File: src/rtl/wb_stage.sv
// MIPS write-back stage: MEM/WB latch, load alignment/extension, registered RF write port.
// Define WB_RETIRE_CNT_EN to build the retired-instruction counter; otherwise retired_count is 0.
`timescale 1ns/1ps
module wb_stage #(
  parameter int DATA_W = 32,
  parameter int REG_AW = 5,
  parameter int CNT_W  = 32
) (
  input  logic              CLK,
  input  logic              RST,
  input  logic              stall,
  input  logic              flush,
  input  logic              in_valid,
  input  logic              in_mem_to_reg,
  input  logic              in_reg_write,
  input  logic [DATA_W-1:0] in_read_data,
  input  logic [DATA_W-1:0] in_address,
  input  logic [REG_AW-1:0] in_dest,
  input  logic [1:0]        in_load_mode,
  output logic              rf_we,
  output logic [REG_AW-1:0] rf_waddr,
  output logic [DATA_W-1:0] rf_wdata,
  output logic [1:0]        rf_load_mode,
  output logic              fwd_valid,
  output logic [REG_AW-1:0] fwd_dest,
  output logic [DATA_W-1:0] fwd_data,
  output logic              misalign_err,
  output logic [CNT_W-1:0]  retired_count
);

  logic              s1Valid_q, s1Valid_d;
  logic              s1MemToReg_q, s1MemToReg_d;
  logic              s1RegWrite_q, s1RegWrite_d;
  logic [DATA_W-1:0] s1ReadData_q, s1ReadData_d;
  logic [DATA_W-1:0] s1Address_q, s1Address_d;
  logic [REG_AW-1:0] s1Dest_q, s1Dest_d;
  logic [1:0]        s1LoadMode_q, s1LoadMode_d;

  logic              rfWe_q, rfWe_d;
  logic [REG_AW-1:0] rfWaddr_q, rfWaddr_d;
  logic [DATA_W-1:0] rfWdata_q, rfWdata_d;
  logic [1:0]        rfLoadMode_q, rfLoadMode_d;
  logic              misalign_q, misalign_d;

  logic [15:0]       halfSel;
  logic [7:0]        byteSel;
  logic [DATA_W-1:0] wbValue;
  logic              s1Writes;
  logic              s1Misalign;
  logic              s2Capture;

  // flush overrides stall so a squashed instruction can never linger in the latch
  always_comb begin
    s1Valid_d    = s1Valid_q;
    s1MemToReg_d = s1MemToReg_q;
    s1RegWrite_d = s1RegWrite_q;
    s1ReadData_d = s1ReadData_q;
    s1Address_d  = s1Address_q;
    s1Dest_d     = s1Dest_q;
    s1LoadMode_d = s1LoadMode_q;
    if (!stall) begin
      s1Valid_d    = in_valid;
      s1MemToReg_d = in_mem_to_reg;
      s1RegWrite_d = in_reg_write;
      s1ReadData_d = in_read_data;
      s1Address_d  = in_address;
      s1Dest_d     = in_dest;
      s1LoadMode_d = in_load_mode;
    end
    if (flush) begin
      s1Valid_d = 1'b0;
    end
  end

  always_ff @(posedge CLK) begin
    if (RST) begin
      s1Valid_q    <= 1'b0;
      s1MemToReg_q <= 1'b0;
      s1RegWrite_q <= 1'b0;
      s1ReadData_q <= '0;
      s1Address_q  <= '0;
      s1Dest_q     <= '0;
      s1LoadMode_q <= 2'b00;
    end else begin
      s1Valid_q    <= s1Valid_d;
      s1MemToReg_q <= s1MemToReg_d;
      s1RegWrite_q <= s1RegWrite_d;
      s1ReadData_q <= s1ReadData_d;
      s1Address_q  <= s1Address_d;
      s1Dest_q     <= s1Dest_d;
      s1LoadMode_q <= s1LoadMode_d;
    end
  end

  // Little-endian lanes: address bits pick the lane, lane 0 is bits 7:0
  always_comb begin
    halfSel = s1Address_q[1] ? s1ReadData_q[31:16] : s1ReadData_q[15:0];
    case (s1Address_q[1:0])
      2'd0:    byteSel = s1ReadData_q[7:0];
      2'd1:    byteSel = s1ReadData_q[15:8];
      2'd2:    byteSel = s1ReadData_q[23:16];
      default: byteSel = s1ReadData_q[31:24];
    endcase
    wbValue = s1Address_q;
    if (s1MemToReg_q) begin
      case (s1LoadMode_q)
        2'b00:   wbValue = s1ReadData_q;
        2'b01:   wbValue = {{(DATA_W-16){halfSel[15]}}, halfSel};
        2'b10:   wbValue = {{(DATA_W-8){byteSel[7]}}, byteSel};
        default: wbValue = {{(DATA_W-8){1'b0}}, byteSel};
      endcase
    end
  end

  assign s1Writes   = s1Valid_q && s1RegWrite_q && (s1Dest_q != '0);
  assign s1Misalign = s1Valid_q && s1MemToReg_q &&
                      (((s1LoadMode_q == 2'b00) && (s1Address_q[1:0] != 2'b00)) ||
                       ((s1LoadMode_q == 2'b01) && s1Address_q[0]));
  assign s2Capture  = !stall;

  // A stall injects a bubble here, so the held latch entry writes exactly once after release
  always_comb begin
    rfWe_d       = 1'b0;
    rfWaddr_d    = rfWaddr_q;
    rfWdata_d    = rfWdata_q;
    rfLoadMode_d = rfLoadMode_q;
    misalign_d   = misalign_q;
    if (s2Capture) begin
      rfWe_d       = s1Writes;
      rfWaddr_d    = s1Dest_q;
      rfWdata_d    = wbValue;
      rfLoadMode_d = s1LoadMode_q;
      misalign_d   = misalign_q | s1Misalign;
    end
  end

  always_ff @(posedge CLK) begin
    if (RST) begin
      rfWe_q       <= 1'b0;
      rfWaddr_q    <= '0;
      rfWdata_q    <= '0;
      rfLoadMode_q <= 2'b00;
      misalign_q   <= 1'b0;
    end else begin
      rfWe_q       <= rfWe_d;
      rfWaddr_q    <= rfWaddr_d;
      rfWdata_q    <= rfWdata_d;
      rfLoadMode_q <= rfLoadMode_d;
      misalign_q   <= misalign_d;
    end
  end

  assign rf_we        = rfWe_q;
  assign rf_waddr     = rfWaddr_q;
  assign rf_wdata     = rfWdata_q;
  assign rf_load_mode = rfLoadMode_q;
  assign misalign_err = misalign_q;

  // The latch holds the younger instruction, so it takes priority over the write port
  always_comb begin
    fwd_valid = 1'b0;
    fwd_dest  = '0;
    fwd_data  = '0;
    if (s1Writes) begin
      fwd_valid = 1'b1;
      fwd_dest  = s1Dest_q;
      fwd_data  = wbValue;
    end else if (rfWe_q) begin
      fwd_valid = 1'b1;
      fwd_dest  = rfWaddr_q;
      fwd_data  = rfWdata_q;
    end
  end

`ifdef WB_RETIRE_CNT_EN
  logic [CNT_W-1:0] retCnt_q, retCnt_d;

  always_comb begin
    retCnt_d = retCnt_q;
    if (s2Capture && s1Valid_q) begin
      retCnt_d = retCnt_q + CNT_W'(1);
    end
  end

  always_ff @(posedge CLK) begin
    if (RST) begin
      retCnt_q <= '0;
    end else begin
      retCnt_q <= retCnt_d;
    end
  end

  assign retired_count = retCnt_q;
`else
  assign retired_count = '0;
`endif

endmodule

File: config.mk
export PLATFORM = sky130hd
export DESIGN_NAME = wb_stage
export DESIGN_NICKNAME = d
export VERILOG_FILES = /design/src/rtl/wb_stage.sv
export SDC_FILE = /design/constraint.sdc
export NUM_CORES = 1
export LEC_CHECK = 0
export CELL_PAD_IN_SITES_DETAIL_PLACEMENT = 1
export CELL_PAD_IN_SITES_GLOBAL_PLACEMENT = 1
export CORE_MARGIN = 5
export CORE_UTILIZATION = 34
export DETAILED_ROUTE_END_ITERATION = 8
export GPL_TIMING_DRIVEN = 0
export HOLD_SLACK_MARGIN = 0.03
export MAX_ROUTING_LAYER = met4
export PLACE_DENSITY = 0.89
export RECOVER_POWER = 50
export SLEW_MARGIN = 25
export SYNTH_ARGS = -nofsm -noshare
export SYNTH_HDL_FRONTEND = slang
export SYNTH_SLANG_ARGS = --single-unit
File: constraint.sdc
create_clock -name CLK -period 2.7 [get_ports CLK]
set_clock_uncertainty 0.15 [all_clocks]
set_input_delay 0.54 -clock CLK [delete_from_list [all_inputs] [get_ports CLK]]
set_output_delay 0.54 -clock CLK [all_outputs]
set_load 0.01 [all_outputs]
==> flow_summary.ini <==
[logic_synthesis]
synth_edf_count = 0
synth_area_per_cell_um2 = 8.690
yosysUniqueCellTypes = 49
yosys.area.top_type = dfxtp_1
synth.top_cells.by_area = dfxtp_1 (38%), mux2i_1 (15%), nor2_1 (7.9%), buf_4 (4.5%), a2111oi_4 (4.1%)
ys_warn_count = 0
yosysSeqAreaShare = 0.3801
postSynthCellCount = 697
post-synth-top-count-cell = nor2_1
ys_top_cells_by_count = nor2_1 (127), dfxtp_1 (115), mux2i_1 (89)
ys_async_sr_fraction = 0
ys_seq_elements = 115
ys.flop_type = dfxtp_1
synth_top_cell_area_share = 0.3801
synthesis.area_mm2 = 0.006057

[routing]
vias = 6740
first_pass_iters = 5
drt-initial-drc-count = 874
antenna_left = 0
drt-vias-per-instance = 5.780
avgRoutedWirePerCell_um = 25.22
wl_um = 29410
drcViolationCount = 0

[min_path]
whs_endpoint = s1Address_q[23]
hold_path_depth = 2
min_from = s1Address_q[23]
hp-class = register to register

[critical_path]
reg2reg_slack_ns = 0.44
crit_path_max_fanout = 7
crit_chain = or4_4 > o211ai_4 > nor3_4 > buf_6 > a22oi_2 > nand3_1 > buf_2
path_depth = 7
timing.rr.start = s1Address_q[0]
cp-start-kind = register
worst-path-buf-inv = 2
cp.arrival_ns = 2.34
cp.required_ns = 2.01
r2r_cells = 7
path_delay_family = simple AND/OR/NAND/NOR gates
r2r_end = rf_wdata[20]
slowest_stage = or4_4
worst_setup_path_end_kind = output port
critPathKind = register to output port
slowest_delay_ns = 0.60

[job]
cap_violations = 0

[finish]
antenna_cells = 0
fill_cells = 1949
syn2layout_area_growth_pct = 55.57
layout.nets = 1006
layout-drive-gt1-share = 0.2731

[placed_design]
dp_hpwl_um = 17710
portBuffers = 154
gp_congestion = 0.9185
post-place-ws_ns = -0.6994

[global_routing]
busiest_layer = met2
gr-usage-met1 = 0.3007
grt_util_met2 = 0.4189
global_route.usage.met3 = 0.05790
antenna_found_initial = 0
grt_max_degree = 20
grt_pass1_wl_um = 39630
grt_use_total = 0.2582
overflow = 0
grt_pass1_vias = 6824

[power_and_ir_drop]
powerDensity_mw_per_mm2 = 575.1
peakVddDrop_mv = 0.5076
p_leak_nw = 3.990

[floorplan]
initial_core_util = 0.3478
rows = 48
io_pins = 189
die_h_um = 143.5
die_w_um = 143.5
die_area_mm2 = 0.02058
coreArea_mm2 = 0.01742

[timing]
whs_ns = 0.3471
worst_slew_pin_slew_ns = 1.021
post-route-period-util = 1.122
rsz0062_at_grt = yes
fin_ws_ns = -0.3297
finalHoldViolCount = 0
max-slew-margin-rel = 0.3194
fmax_ghz = 0.3301
finalSetupViolCount = 38
slew_violations = 0
period_needed_ns = 3.030

[clock_tree]
cts_made_buffers = 17
clkLatencyLatePin_ns = 0.43
clkTransAtPathRegs_ns = 0.06
ctsHoldBuffers = 0
cts_tree = done
clock_path_buffers = 2
cts_root_buf = clkbuf_16
cts.htree.levels = 4
cts.sinks = 115

[outcome]
violations = negative setup slack
status = finished with violations
-- per-stage QoR --
| stage | cell area (um^2) | util | total power, mW | instances | setup TNS (ns) |
|---|---|---|---|---|---|
| final | 9423 | 0.5410 | 5.419 | 1166 | -8.791 |
| after global routing | 9423 | 0.5410 | 5.539 | 1166 | -10.46 |
| after floorplan | 6173 | - | 2.344 | 728 | 0 |
| after detailed placement | 7996 | 0.4591 | 2.678 | 1107 | -17.15 |
| after global placement | 7996 | 0.4591 | 2.653 | 1107 | -16.95 |
| after CTS | 9032 | 0.5186 | 5.290 | 1149 | -7.910 |
-- layout by cell type, fill, tap and decap left out, types with 6 or more instances in the layout --
cell type        Yosys  layout
buf_4               36      53
a2111oi_4            9       9
nor2b_1             17      17
mux2i_1             89      89
buf_1               12       9
clkbuf_2             0       6
bufinv_16            0       6
buf_2               19      30
nand2_1             25      24
clkbuf_16            0      18
o21ai_2              1       9
a22oi_2              0      13
a22oi_1             19       6
nand3_2              0      13
a2111oi_0            7       7
nand3_1             39      25
o21a_1               7       6
nor2_1             127     127
a211o_1              8       8
o21ai_0             19       7
nor3_1              18      18
conb_1               1      32
dfxtp_1            115     108
a21oi_1             37      31
clkdlybuf4s50_1      0     116
buf_6                1      33
dfxtp_2              0       6
clkbuf_1            24      17
-- how the worst max path moves through the flow --
| stage | start | end | slack [ns] |
|---|---|---|---|
| after CTS | s1Dest_q[1] | fwd_data[27] | -0.30 |
| after floorplan | s1Address_q[1] | fwd_data[21] | 0.36 |
| after global placement | s1MemToReg_q | fwd_data[30] | -0.71 |
| final | s1Dest_q[0] | fwd_data[22] | -0.33 |
| after global routing | s1Dest_q[0] | fwd_data[23] | -0.43 |
| after detailed placement | s1MemToReg_q | fwd_data[30] | -0.70 |
-- sequential cells by signal, indices dropped and copies added (netlist names) --
register,flops
s1Dest_q,5
s1Valid_q,1
rf_we,1
rf_waddr,5
s1ReadData_q,32
rf_wdata,32
s1Address_q,32
rf_load_mode,2
s1RegWrite_q,1
s1MemToReg_q,1
s1LoadMode_q,2
misalign_err,1
-- worst reg2reg max path, cell delays in order, from the launching register on --
cell	delay, ns
dfxtp_1	0.31
buf_6	0.14
nand2b_4	0.17
o32a_1	0.32
buf_6	0.16
o21ai_2	0.13
nor2_4	0.11
a2111oi_0	0.58
-- area by class of cell --
class	count	area, um^2	share of cell area
Buffer	90	655.6	0.06958
Clock buffer	21	460.4	0.04886
Clock inverter	11	205.2	0.02178
Inverter	5	18.77	0.001992
Multi-Input combinational cell	516	3750	0.3980
Sequential cell	115	2313	0.2455
Tap cell	225	281.5	0.02988
Timing Repair Buffer	183	1738	0.1844
-- per-layer routing --
layer,up-vias,part of all wire
met3,133,0.081
met1,3272,0.38
met4,0,0.053
met5,-,0
met2,456,0.48
li1,2879,-
-- logic make-up (layout without fill, tap and decap cells) --
family	count (synthesis)	after routing	synth area share
flip-flops	115	115	0.3801
AO/OA/AOI/OAI	145	145	0.1929
multiplexers	93	93	0.1549
AND/OR/NAND/NOR	246	246	0.1838
buffers and inverters	97	310	0.08759
other	1	32	0.0006191
-- power breakdown --
part           internal (mW)  switching [mW]  total (mW)  leakage, nW
logic                  0.400           0.482       0.882         2.71
registers               1.80           0.110        1.91        0.949
clock network           1.77           0.858        2.63        0.331
-- timing repair --
action                                  in CTS  in global routing
gates cloned                                 1                  1
buffers inserted                            11                 16
pin swaps                                   33                 24
endpoints found under the setup margin      38                 38
gates resized for setup                    260                 75
No activity file was read; power rests on OpenSTA's default activity.
